**config.mk**
```make
export PLATFORM = sky130hd
export DESIGN_NAME = int_controller
export DESIGN_NICKNAME = d
export VERILOG_FILES = /design/src/rtl/int_controller.sv
export SDC_FILE = /design/constraint.sdc
export NUM_CORES = 1
export LEC_CHECK = 0
export BUFFER_PORTS_ARGS = -buffer_cell sky130_fd_sc_hd__buf_2
export CORE_ASPECT_RATIO = 0.5
export CORE_MARGIN = 2
export CORE_UTILIZATION = 57
export DETAILED_ROUTE_END_ITERATION = 6
export HOLD_SLACK_MARGIN = 0.06
export PLACE_DENSITY = 0.9
export SLEW_MARGIN = 10
export SYNTH_ARGS = -nofsm -noshare
export SYNTH_HDL_FRONTEND = slang
export SYNTH_SLANG_ARGS = --single-unit
```
**constraint.sdc**
```tcl
create_clock -name clk -period 4.1 [get_ports clk]
set_input_delay 0 -clock clk [delete_from_list [all_inputs] [get_ports clk]]
set_output_delay 0 -clock clk [all_outputs]
set_load 0.01 [all_outputs]
```
**src/rtl/int_controller.sv**
```systemverilog
// -----------------------------------------------------------------------------
// int_controller
//
// Interrupt controller that sits between the peripherals and the CPU PC.
// Up to NUM_SRC asynchronous request lines are synchronised, latched (rising
// edge or level, per source), masked and priority-encoded (lowest index wins).
// A single-cycle interrupt pulse with a 4-bit vector is issued only while the
// fetch/branch pipeline is in a safe window. Further interrupts are blocked
// until the handler returns (no nesting).
//
// Ports
//   clk, rst       clock; asynchronous active-high reset
//   irq_src        asynchronous request lines, one per source
//   reg_wr/reg_rd  register write / read strobes
//   reg_addr       0=ENABLE 1=PENDING(W1C) 2=IN_SERVICE 3=CTRL(bit0 GIE)
//   reg_wdata      write data
//   reg_rdata      read data, registered: valid the cycle after reg_rd
//   hazard, branch_hazard, p_cache_miss, pc_redirect
//                  pipeline conditions; any of them holds off the pulse
//   ret_int        return-from-interrupt executed
//   interrupt      one-cycle request to the PC
//   int_addr       vector index of the armed / firing source
//   int_pending    an enabled request is pending and GIE is set
// -----------------------------------------------------------------------------
module int_controller #(
  parameter int          NUM_SRC     = 16,
  parameter logic [15:0] EDGE_MASK   = 16'hFFFF,
  parameter int          SYNC_STAGES = 2
) (
  input  logic               clk,
  input  logic               rst,
  input  logic [NUM_SRC-1:0] irq_src,
  input  logic               reg_wr,
  input  logic               reg_rd,
  input  logic [1:0]         reg_addr,
  input  logic [15:0]        reg_wdata,
  output logic [15:0]        reg_rdata,
  input  logic               hazard,
  input  logic               branch_hazard,
  input  logic               p_cache_miss,
  input  logic               pc_redirect,
  input  logic               ret_int,
  output logic               interrupt,
  output logic [3:0]         int_addr,
  output logic               int_pending
);

  typedef enum logic [1:0] {
    IDLE    = 2'd0,
    ARM     = 2'd1,
    FIRE    = 2'd2,
    SERVICE = 2'd3
  } state_e;

  localparam logic [NUM_SRC-1:0] EDGE = EDGE_MASK[NUM_SRC-1:0];

  localparam logic [1:0] ADDR_ENABLE  = 2'd0;
  localparam logic [1:0] ADDR_PENDING = 2'd1;
  localparam logic [1:0] ADDR_INSERV  = 2'd2;
  localparam logic [1:0] ADDR_CTRL    = 2'd3;

  // Registered state
  logic [SYNC_STAGES-1:0][NUM_SRC-1:0] sync_q, sync_d;
  logic [NUM_SRC-1:0] prev_q, prev_d;
  logic [NUM_SRC-1:0] pending_q, pending_d;
  logic [NUM_SRC-1:0] enable_q, enable_d;
  logic [NUM_SRC-1:0] in_service_q, in_service_d;
  logic               gie_q, gie_d;
  logic [3:0]         addr_q, addr_d;
  logic [15:0]        rdata_q, rdata_d;
  state_e             state_q, state_d;

  // Combinational helpers
  logic [NUM_SRC-1:0] sync_out;
  logic [NUM_SRC-1:0] rise;
  logic [NUM_SRC-1:0] w1c;
  logic [NUM_SRC-1:0] fire_clr;
  logic [NUM_SRC-1:0] addr_onehot;
  logic [NUM_SRC-1:0] cand_vec;
  logic               cand_valid;
  logic [3:0]         cand_idx;
  logic               safe;
  logic               fire;
  logic               ret;

  // Zero-extend a per-source vector onto the 16-bit register bus.
  function automatic logic [15:0] ext(input logic [NUM_SRC-1:0] v);
    logic [15:0] r;
    r              = '0;
    r[NUM_SRC-1:0] = v;
    return r;
  endfunction

  // ---------------------------------------------------------------------------
  // Request path: synchroniser, edge detect, PENDING update
  // ---------------------------------------------------------------------------
  always_comb begin
    sync_d[0] = irq_src;
    for (int s = 1; s < SYNC_STAGES; s++) begin
      sync_d[s] = sync_q[s-1];
    end
    sync_out = sync_q[SYNC_STAGES-1];
    prev_d   = sync_out;
    rise     = sync_out & ~prev_q & EDGE;

    w1c = '0;
    if (reg_wr && reg_addr == ADDR_PENDING) begin
      w1c = reg_wdata[NUM_SRC-1:0] & EDGE;
    end

    // Edge bits are sticky with clears applied before the new edge, so a
    // same-cycle set always wins. Level bits simply mirror the synced line.
    pending_d = ((((pending_q & ~w1c & ~fire_clr) | rise)) & EDGE)
              | (sync_out & ~EDGE);
  end

  // ---------------------------------------------------------------------------
  // Candidate selection: lowest enabled pending index
  // ---------------------------------------------------------------------------
  always_comb begin
    cand_vec   = pending_q & enable_q;
    cand_valid = gie_q & (|cand_vec);
    cand_idx   = '0;
    for (int i = NUM_SRC - 1; i >= 0; i--) begin
      if (cand_vec[i]) cand_idx = 4'(i);
    end
    for (int i = 0; i < NUM_SRC; i++) begin
      addr_onehot[i] = (addr_q == 4'(i));
    end
    safe = ~hazard & ~branch_hazard & ~p_cache_miss & ~pc_redirect;
  end

  // ---------------------------------------------------------------------------
  // FSM next-state
  // ---------------------------------------------------------------------------
  always_comb begin
    // NOTE: every output of a combinational block gets a default first so no
    // path leaves it unassigned, which would otherwise infer a latch.
    state_d = state_q;
    addr_d  = addr_q;
    unique case (state_q)
      IDLE: begin
        if (cand_valid) begin
          state_d = ARM;
          addr_d  = cand_idx;
        end
      end
      ARM: begin
        if (!cand_valid) begin
          state_d = IDLE;
        end else if (cand_idx != addr_q) begin
          // Covers a higher-priority arrival and also the armed source being
          // cleared while a lower one is still pending; re-check next cycle.
          addr_d = cand_idx;
        end else if (safe) begin
          state_d = FIRE;
        end
      end
      FIRE: begin
        state_d = SERVICE;
      end
      SERVICE: begin
        if (ret_int) state_d = IDLE;
      end
      default: state_d = IDLE;
    endcase
  end

  // ---------------------------------------------------------------------------
  // FSM outputs
  // ---------------------------------------------------------------------------
  always_comb begin
    fire      = (state_q == FIRE);
    ret       = (state_q == SERVICE) && ret_int;
    interrupt = fire;
    fire_clr  = fire ? (addr_onehot & EDGE) : '0;
  end

  // ---------------------------------------------------------------------------
  // Register file
  // ---------------------------------------------------------------------------
  always_comb begin
    enable_d     = enable_q;
    gie_d        = gie_q;
    in_service_d = in_service_q;
    rdata_d      = rdata_q;

    if (reg_wr && reg_addr == ADDR_ENABLE) enable_d = reg_wdata[NUM_SRC-1:0];
    if (reg_wr && reg_addr == ADDR_CTRL)   gie_d    = reg_wdata[0];

    if (fire)     in_service_d = addr_onehot;
    else if (ret) in_service_d = '0;

    if (reg_rd) begin
      unique case (reg_addr)
        ADDR_ENABLE:  rdata_d = ext(enable_q);
        ADDR_PENDING: rdata_d = ext(pending_q);
        ADDR_INSERV:  rdata_d = ext(in_service_q);
        ADDR_CTRL:    rdata_d = {15'b0, gie_q};
        default:      rdata_d = '0;
      endcase
    end
  end

  // ---------------------------------------------------------------------------
  // State registers
  // ---------------------------------------------------------------------------
  // NOTE: sequential state uses non-blocking assignments so every flop samples
  // the pre-edge value of its _d input regardless of statement order.
  always_ff @(posedge clk or posedge rst) begin
    if (rst) begin
      sync_q       <= '0;
      prev_q       <= '0;
      pending_q    <= '0;
      enable_q     <= '0;
      in_service_q <= '0;
      gie_q        <= 1'b0;
      addr_q       <= '0;
      rdata_q      <= '0;
      state_q      <= IDLE;
    end else begin
      sync_q       <= sync_d;
      prev_q       <= prev_d;
      pending_q    <= pending_d;
      enable_q     <= enable_d;
      in_service_q <= in_service_d;
      gie_q        <= gie_d;
      addr_q       <= addr_d;
      rdata_q      <= rdata_d;
      state_q      <= state_d;
    end
  end

  assign reg_rdata   = rdata_q;
  assign int_addr    = addr_q;
  assign int_pending = cand_valid;

endmodule

```
==> results.md, run 1 <==
* Ys async rst share at 1.00
* Number of synthesized flops with an enable pin at 0
* CTS sink count at 119
* Max Cap Viol at 0
* Placed Instances at between 500 and 600
* Achievable Freq at approximately 0.42 GHz
* N_diodes at 0
* Number of library cell types mapped by synthesis at 46
* Root buffer cell: clkbuf_16
* Top cells by area, synth: dfrtp_1 (62%), mux2_2 (4.2%), nand2_1 (3.8%)
* Initial Util at 0.593
* Syn Nets at around 460
* RSZ-0062 raised after global routing: false
* Syn. warnings at 0
* Die height at between 60 and 70 µm
* Number of global-route vias before repair at ~3.5k
* Maximum buffer depth of the clock tree at 2
* Total GRT Usage at 0.278
* Hold path startpoint: reg_rd
* DP HPWL at 7550 µm
* Final Max Tran Viols at 0
* DR vias/cell at 5.76
* DRT Wirelength at ~12000 µm
* Final setup viols at 0
* P per Cell Area at 568 nW/µm²
* Status: completed
* Slew @ Worst Pin at 1.14 ns
* Pleak at 0.00290 µW
* Global route overflow at 0
* Tightest Hold Check Type: in -> reg
* Final core occ at 0.760
* Register area share after synthesis at 0.623
* DR pass1 iterations at 5
* Register bit total from synthesis at approximately 120
* Routed len/inst at 18.2 µm
* Worst VDD drop at 0.000318 V
* Overall power at 3480 µW
* Critical Path Start: pending_q[12]
* Post-CTS setup buffers at 0
* Reg2reg start: pending_q[12]
* WHS at between 0.08 and 0.09 ns
* Fin cells at around 640
* Setup TNS at 0 ns
* CTS tree: yes
* Layout cells sized above 1 at 0.232
* Area grow syn2layout at 28.0%
* Multi-input logic area at between 1500 and 2000 µm²
* Syn_area_per_cell at ~12 µm²
* Most frequent cell after synthesis: dfrtp_1
* Slew margin rel. at 0.233
* Clk_lat worst skew at roughly 0.41 ns
* RePlAce Congestion at a little over 0.9
* Post-synth top area share at 0.623
* Antenna violations before repair at 0
* Startpoint Class: flip-flop
* CORE AREA at 8060 µm²
* Die area at ~9200 µm²
* Synthesized area at between 4000 and 5000 µm²
* CTS buffer count at 17
* Die width at approximately 130 µm
* IO Port Bufs at between 60 and 70
* Tcrit/Tclk final at 0.581
* Number of remaining DRC errors at 0
* WS Path Type: reg -> reg
* Critical path capture point type: flip-flop
* # fillers at 540
* First-pass GRT wire length at 18500 µm
* Largest net degree at the start of global routing at slightly above 80
* Syn Inst Count at between 400 and 500
* Register area at 2980 µm²
* Final nets at 564
* Commonest cells in the netlist: dfrtp_1 (119), nand2_1 (49), nor2_1 (41)
* CTS H-Tree Depth at 4
* CP max FO at 5
* Biggest area consumer among synthesized cells: dfrtp_1
* Crit-path max cell delay at about 0.55 ns
* Worst path required time at approximately 4.4 ns
* Final Critical Period at 2.38 ns
* Top FF cell, synth: dfrtp_1
* Clk_skew at about 0.013 ns
* Detailed Route Iter0 Violations at between 400 and 500
* DRT antenna net count at 0
* Io pins at 65
* # rows at 23
* Vias at about 3.7k
* CP Cell Sequence: a22o_1, o211ai_1, a21oi_1, or4b_4, nand2_2, a41oi_4, mux2_4
* Slowest CP cell: or4b_4
* Final hold violations at 0
* Critical Path AT at between 2 and 3 ns
* FF-to-FF path depth at 7
* Clock transition at path regs at 0.06 ns
* Hold path depth at 2
registers in the layout (all words and copies together) (netlist names), named ones only:
name / count
enable_q: 16
gie_q: 1
in_service_q: 16
int_addr: 4
pending_q: 16
prev_d: 16
prev_q: 16
reg_rdata: 16
state_q: 1
sync_d: 16
where the power goes:
part	leakage (µW)	total (µW)	internal [µW]	switching, µW
combinational	0.00125	592	253	339
sequential	0.00138	1480	1320	160
clock	0.000273	1410	910	498
total	0.00290	3480	2480	997
final cells by class:
cell class,instances,share of cell area
Clock buffer,20,0.0746
Timing Repair Buffer,101,0.112
Sequential cell,119,0.486
Multi-Input combinational cell,262,0.274
Clock inverter,9,0.0170
Tap cell,112,0.0229
Inverter,20,0.0127
cell usage in the layout (no fill, tap or decap), types with 16 or more instances in the layout:
cell | synthesis | final
mux2_2 | 18 | 18
a21oi_1 | 36 | 36
nor2_1 | 41 | 41
clkbuf_16 | 0 | 17
nand2_1 | 49 | 49
dfrtp_1 | 119 | 119
mux2i_1 | 16 | 16
buf_2 | 1 | 64
dlygate4sd3_1 | 0 | 35
inv_1 | 20 | 19
worst paths after layout:
path / endpoint / slack, ns
max reg2reg: int_addr[3] / 1.72
min: reg_rdata[8] / 0.09
max: int_addr[3] / 1.72
min in group asynchronous: prev_q[13] / 0.36
max in group asynchronous: int_addr[3] / 2.69
min reg2reg: prev_d[14] / 0.34
cells by family (layout without fill, tap and decap cells):
| kind of cell | after synthesis | after routing | synth area share |
|---|---|---|---|
| xor gates and xnor gates | 1 | 1 | 0.00183 |
| buffers and inverters | 34 | 150 | 0.0269 |
| muxes | 37 | 37 | 0.0869 |
| DFF | 119 | 119 | 0.623 |
| and+or+nand+nor | 117 | 117 | 0.107 |
| AOI/OAI and AO/OA | 107 | 107 | 0.154 |
critical path, delay by kind of cell, from the launching register on:
kind	cells	cell delay, ns
and+or+nand+nor	2	0.66
muxes	1	0.33
AOI/OAI and AO/OA	4	0.84
DFF	1	0.43
routing by layer:
layer  GRT usage  routed length (µm)
met1       0.393                5490
met2       0.401                4950
met3      0.0906                1130
met4       0.116                 150
met5           0                   0
stage by stage:
stage               instance area (µm²)  worst slack [ns]
floorplan                          4780             0.943
global placement                   5210              1.80
detailed placement                 5210              1.77
CTS                                6120              1.75
global route                       6120              1.55
finish                             6120              1.72
timing repair:
action / in CTS / in global routing
endpoints found under the hold margin: 131 / 0
hold buffers: 35 / 0
gates resized for setup: 0 / 0
Note: power is estimated with default switching activity, not from simulation.
==> inputs of run 2 (changes only) <==
--- a/config.mk
+++ b/config.mk
@@ -8,10 +8,10 @@
 export BUFFER_PORTS_ARGS = -buffer_cell sky130_fd_sc_hd__buf_2
 export CORE_ASPECT_RATIO = 0.5
 export CORE_MARGIN = 2
-export CORE_UTILIZATION = 57
+export CORE_UTILIZATION = 51
 export DETAILED_ROUTE_END_ITERATION = 6
 export HOLD_SLACK_MARGIN = 0.06
-export PLACE_DENSITY = 0.9
+export PLACE_DENSITY = 0.86
 export SLEW_MARGIN = 10
 export SYNTH_ARGS = -nofsm -noshare
 export SYNTH_HDL_FRONTEND = slang
==> constraint.sdc (replaced) <==
create_clock -name clk -period 2.1 [get_ports clk]
set_input_delay 0 -clock clk [delete_from_list [all_inputs] [get_ports clk]]
set_output_delay 0 -clock clk [all_outputs]
set_load 0.01 [all_outputs]
==> run 2 against run 1 <==
  * The run now ends with DRC, setup timing left
  * Register-to-register slack got worse by 2.0 ns
  * Clock skew fell by 0.0052 ns
  * Die area increased by 11%
  * First-iteration DRC count is 87% higher
  * Sequential cell count stayed put
  * Worst setup slack got worse by 2.0 ns
  * Global-route usage is 1.9 points higher
  * Utilization decreased by 1.8 points
  * Fmax is 1.8% lower
  * Power up 120%
  * Clock-buffer cell count unchanged
  * Highest routed layer unchanged
==> results.md, run 2 (synthesis gave the netlist of run 1 again) <==
* Worst slack, placed at -0.0824 ns
* CP Cell Sequence: a22o_1, a31oi_1, o2111ai_2, a31oi_4, xor2_2, a41oi_4, mux2_4
* Slew margin rel. at 0.298
* Failing checks: DRC, setup timing
* DR vias/cell at slightly above 6
* DR pass1 iterations at 7
* DRT Wirelength at between 15000 and 20000 µm
* DP HPWL at between 8000 and 9000 µm
* Detailed Route Iter0 Violations at just over 900
* RePlAce Congestion at between 0.9 and 1
* RSZ-0062 raised after global routing: true
* Worst Path Buf+Inv at 0
* Io pins at 65
* Area grow syn2layout at 38.4%
* Maximum buffer depth of the clock tree at 2
* Slew @ Worst Pin at 1.05 ns
* Reg power frac at 0.380
* Initial Util at 0.536
* # rows at 24
* Status: finished, violations left
* CORE AREA at between 8000 and 9000 µm²
* Final setup viols at 5
* First-pass GRT wire length at approximately 22000 µm
* IO Port Bufs at 64
* Final Critical Period at about 2.4 ns
* Combinational Power Share at 0.210
* N_diodes at 0
* P per Cell Area at 1140 nW/µm²
* Crit path max-delay family: compound AO/OA/AOI/OAI gates
* Global route overflow at 0
* Power Internal at ~5300 µW
* Number of remaining DRC errors at 29
* Critical path capture point type: flip-flop
* Sw Ratio at 0.300
* Routed len/inst at between 20 and 25 µm
* Most common cell after layout, fill and taps aside: dfrtp_1
* Clock share of power at 0.410
* Tcrit/Tclk final at 1.16
* Achievable Freq at ~0.41 GHz
* Pleak at about 0.0031 µW
* # fillers at 507
* DRT antenna net count at 0
* Worst VDD drop at 0.000706 V
* Die area at 10200 µm²
* Total GRT Usage at 0.297
* Die height at about 72 µm
* CTS tree: yes
* Worst Setup Slack, final at -0.328 ns
* Largest net degree at the start of global routing at 49
* Clk_lat worst skew at around 0.42 ns
* Antenna violations before repair at 0
* Multi-input logic area at between 1500 and 2000 µm²
* Final nets at slightly above 600
* Max Cap Viol at 0
* Final hold violations at 0
* WHS at ~0.073 ns
* Critical Path AT at 2.73 ns
* Vias at about 4.3k
* Final Max Tran Viols at 0
* Crit-path max cell delay at 0.42 ns
* CTS sink count at 119
* Register area at 2980 µm²
* CTS H-Tree Depth at 4
* Clk_skew at about 0.0074 ns
* Slowest CP cell: dfrtp_1
* WS Path Type: reg -> reg
* Net switching power at around 2300 µW
* CTS buffer count at 17
* Worst path required time at between 2 and 2.5 ns
* Clock transition at path regs at 0.06 ns
* Number of global-route vias before repair at roughly 4.1k
* Tightest Hold Check Type: in -> reg
* Startpoint Class: flip-flop
* Root buffer cell: clkbuf_16
* Overall power at between 7000 and 8000 µW
* Commonest cells after routing, fill and taps aside: dfrtp_1 (118), buf_2 (64), nand2_1 (48)
* Die width at between 100 and 150 µm
* CP max FO at 4
* Layout cells sized above 1 at 0.311
[run 2: power by group through the flow]
stage                     clock network, µW  registers, µW  logic (µW)
after floorplan                           0           2830         749
after global placement                    0           2830        1210
after detailed placement                  0           2860        1250
after CTS                              3110           2830        1370
after global routing                   3240           2900        1680
final                                  3110           2880        1590
[run 2: repair_timing]
action	in CTS	in global routing
hold buffers	37	0
endpoints found under the hold margin	169	0
gates resized for setup	4	12
buffers inserted	6	3
setup endpoints to repair	5	7
pin swaps	7	8
[run 2: final timing paths]
path / startpoint / to / slack (ns) / depth (start not counted)
max in group asynchronous: rst / int_addr[2] / 1.34 / 4
min in group asynchronous: rst / prev_q[11] / 0.15 / 3
worst min register to register: sync_d[30] / prev_d[14] / 0.34 / 0
worst max-delay path: enable_q[13] / int_addr[3] / -0.33 / 7
worst max register to register: enable_q[13] / int_addr[3] / -0.33 / 7
worst min-delay path: reg_rd / reg_rdata[14] / 0.07 / 2
[run 2: area by class of cell]
| class | count | share of cell area |
|---|---|---|
| tap | 117 | 0.0221 |
| multi-input combinational | 262 | 0.265 |
| sequential | 119 | 0.450 |
| clock inverter | 12 | 0.0261 |
| clock buffer | 20 | 0.0690 |
| timing repair buffer | 143 | 0.156 |
| inverter | 20 | 0.0119 |
[run 2: per-stage QoR]
step           instance area, µm²  std cells   util  TNS (ns)
2_1_floorplan                4790        415      -         0
3_3_place_gp                 5480        615  0.614   -0.0247
3_5_place_dp                 5480        615  0.614    -0.255
4_1_cts                      6540        690  0.733    -0.321
6_report                     6620        693  0.742     -1.31
5_1_grt                      6620        693  0.742     -1.52
[run 2: per-layer routing]
layer	vias to the layer above	wire, µm	GRT usage
li1	1765	-	-
met1	2001	5870	0.389
met2	385	6360	0.434
met3	138	2080	0.111
met4	0	1100	0.166
met5	-	0	0
==> inputs of run 3 (changes only) <==
--- a/config.mk
+++ b/config.mk
@@ -10,8 +10,10 @@
 export CORE_MARGIN = 2
 export CORE_UTILIZATION = 51
 export DETAILED_ROUTE_END_ITERATION = 6
+export GPL_ROUTABILITY_DRIVEN = 0
 export HOLD_SLACK_MARGIN = 0.06
-export PLACE_DENSITY = 0.86
+export PLACE_DENSITY_LB_ADDON = 0.12
+export SETUP_SLACK_MARGIN = 0.5
 export SLEW_MARGIN = 10
 export SYNTH_ARGS = -nofsm -noshare
 export SYNTH_HDL_FRONTEND = slang
==> run 3 against run 2 <==
  * The run ends with setup timing left
  * Largest cell class unchanged
  * Clock-buffer cell count decreased by 3
  * Sequential cell count unchanged
  * Die area unchanged
  * Critical endpoint is now int_addr[1]
  * Utilization increased by 1.2 points
  * Largest power group unchanged
==> results.md, run 3 (synthesis gave the netlist of run 1 again) <==
* Total GRT Usage at 0.271
* Reg2reg setup slack at -0.11 ns
* CTS H-Tree Depth at 4
* Status: finished, violations left
* Clk_skew at roughly 0.0088 ns
* Register area at 2980 µm²
* Final core occ at 0.754
* Startpoint Class: flip-flop
* Slew @ Worst Pin at about 1.1 ns
* Hold path startpoint: pc_redirect
* Reg2reg start: pending_q[6]
* Pleak at 0.00318 µW
* # fillers at 582
* Clock transition at path regs at 0.06 ns
* Die height at around 72 µm
* Global route overflow at 0
* CORE AREA at a little under 9000 µm²
* Max Cap Viol at 0
* IO Port Bufs at 64
* Fin cells at roughly 700
* Tightest Hold Check Type: in -> reg
* DR vias/cell at about 5.5
* CP Cell Sequence: a22oi_4, nand2_2, or4_4, a31o_4, nand2_4, a41oi_4, mux2_4
* Largest net degree at the start of global routing at 48
* Failing checks: setup timing
* Io pins at 65
* FF-to-FF path depth at 7
* Final setup viols at 4
* Clk_lat worst skew at ~0.42 ns
* Final Critical Period at 2.21 ns
* DP HPWL at 8380 µm
* Tcrit/Tclk final at 1.05
* Placed Instances at slightly above 600
* Crit-path max cell delay at approximately 0.52 ns
* DR pass1 iterations at 7
* Root buffer cell: clkbuf_16
* Achievable Freq at around 0.45 GHz
* WS Path Type: reg -> reg
* RSZ-0062 raised after global routing: true
* Worst VDD drop at between 0.0006 and 0.0007 V
* P per Cell Area at 1100 nW/µm²
* Routed len/inst at ~18 µm
* Final hold violations at 0
* WHS at approximately 0.084 ns
* N_diodes at 0
* Antenna violations before repair at 0
* Number of remaining DRC errors at 0
* Multi-input logic area at approximately 1800 µm²
* CP max FO at 4
* Initial Util at 0.536
* Area grow syn2layout at 40.7%
* Commonest cells after routing, fill and taps aside: dfrtp_1 (114), buf_2 (63), nand2_1 (48)
* R2r endpoint: int_addr[1]
* DRT antenna net count at 0
* Critical path capture point type: flip-flop
* Vias at around 3.8k
* CTS sink count at 119
* Slew margin rel. at 0.283
* Maximum buffer depth of the clock tree at 2
* CTS tree: yes
* DRT Wirelength at between 10000 and 15000 µm
* Number of global-route vias before repair at 3700
* Layout cells sized above 1 at 0.349
* Most common cell after layout, fill and taps aside: dfrtp_1
* Final Max Tran Viols at 0
* # rows at 24
* CTS buffer count at 17
* Detailed Route Iter0 Violations at 295
* Die width at 141 µm
* Final nets at roughly 600
* Die area at around 10000 µm²
* Worst Setup Slack, final at -0.106 ns
* Slowest CP cell: or4_4
* First-pass GRT wire length at 20200 µm
* Hold path depth at 5
* Worst path required time at 2.40 ns
* Critical Path AT at ~2.5 ns
==> run 3: metrics by stage <==
step | total power [µW] | worst slack (ns) | TNS [ns] | cell area, µm²
after floorplan | 3590 | 0.0174 | 0 | 4800
after global placement | 4140 | -0.00862 | -0.0164 | 5540
after detailed placement | 4160 | -0.0390 | -0.0695 | 5540
after CTS | 7340 | -0.0586 | -0.113 | 6630
after global routing | 7740 | -0.144 | -0.555 | 6730
final | 7420 | -0.106 | -0.316 | 6730
==> run 3: final cells by class <==
cell class / count / area share
Clock buffer: 17 / 0.0632
Clock inverter: 15 / 0.0288
Inverter: 20 / 0.0117
Multi-Input combinational cell: 262 / 0.270
Sequential cell: 119 / 0.443
Tap cell: 117 / 0.0218
Timing Repair Buffer: 148 / 0.161
==> run 3: what timing repair did <==
action	4_1_cts	5_1_grt
pin swaps	8	13
gates resized for setup	21	15
hold buffers	35	0
hold endpoints to repair	81	0
buffers inserted	5	4
setup endpoints to repair	23	30
==> run 3: how the worst max path moves through the flow <==
stage	from	to	slack, ns	depth (start not counted)
2_1_floorplan	enable_q[12]	int_addr[1]	0.02	7
3_3_place_gp	enable_q[13]	int_addr[3]	-0.009	7
3_5_place_dp	pending_q[12]	int_addr[1]	-0.04	7
4_1_cts	pending_q[11]	int_addr[1]	-0.06	7
5_1_grt	pending_q[6]	int_addr[3]	-0.14	7
6_report	pending_q[6]	int_addr[1]	-0.11	7
==> run 3: per-layer routing <==
layer	vias up	part of all wire	track usage
met1	1845	0.49	0.410
met2	184	0.40	0.365
met4	0	0.013	0.0644
met3	19	0.10	0.112
li1	1782	-	-
met5	-	0	0
==> run 3: critical path, delay by kind of cell (launching register included) <==
kind	cells	cell delay, ns
AND/OR/NAND/NOR	3	0.69
AO/OA/AOI/OAI	3	0.66
flip-flops	1	0.41
multiplexers	1	0.33
==> run 3: where the power goes <==
group          leakage, µW  internal [µW]  switching (µW)
registers          0.00138           2580             278
logic              0.00150            749             805
clock network     0.000298           1890            1120
total              0.00318           5220            2200
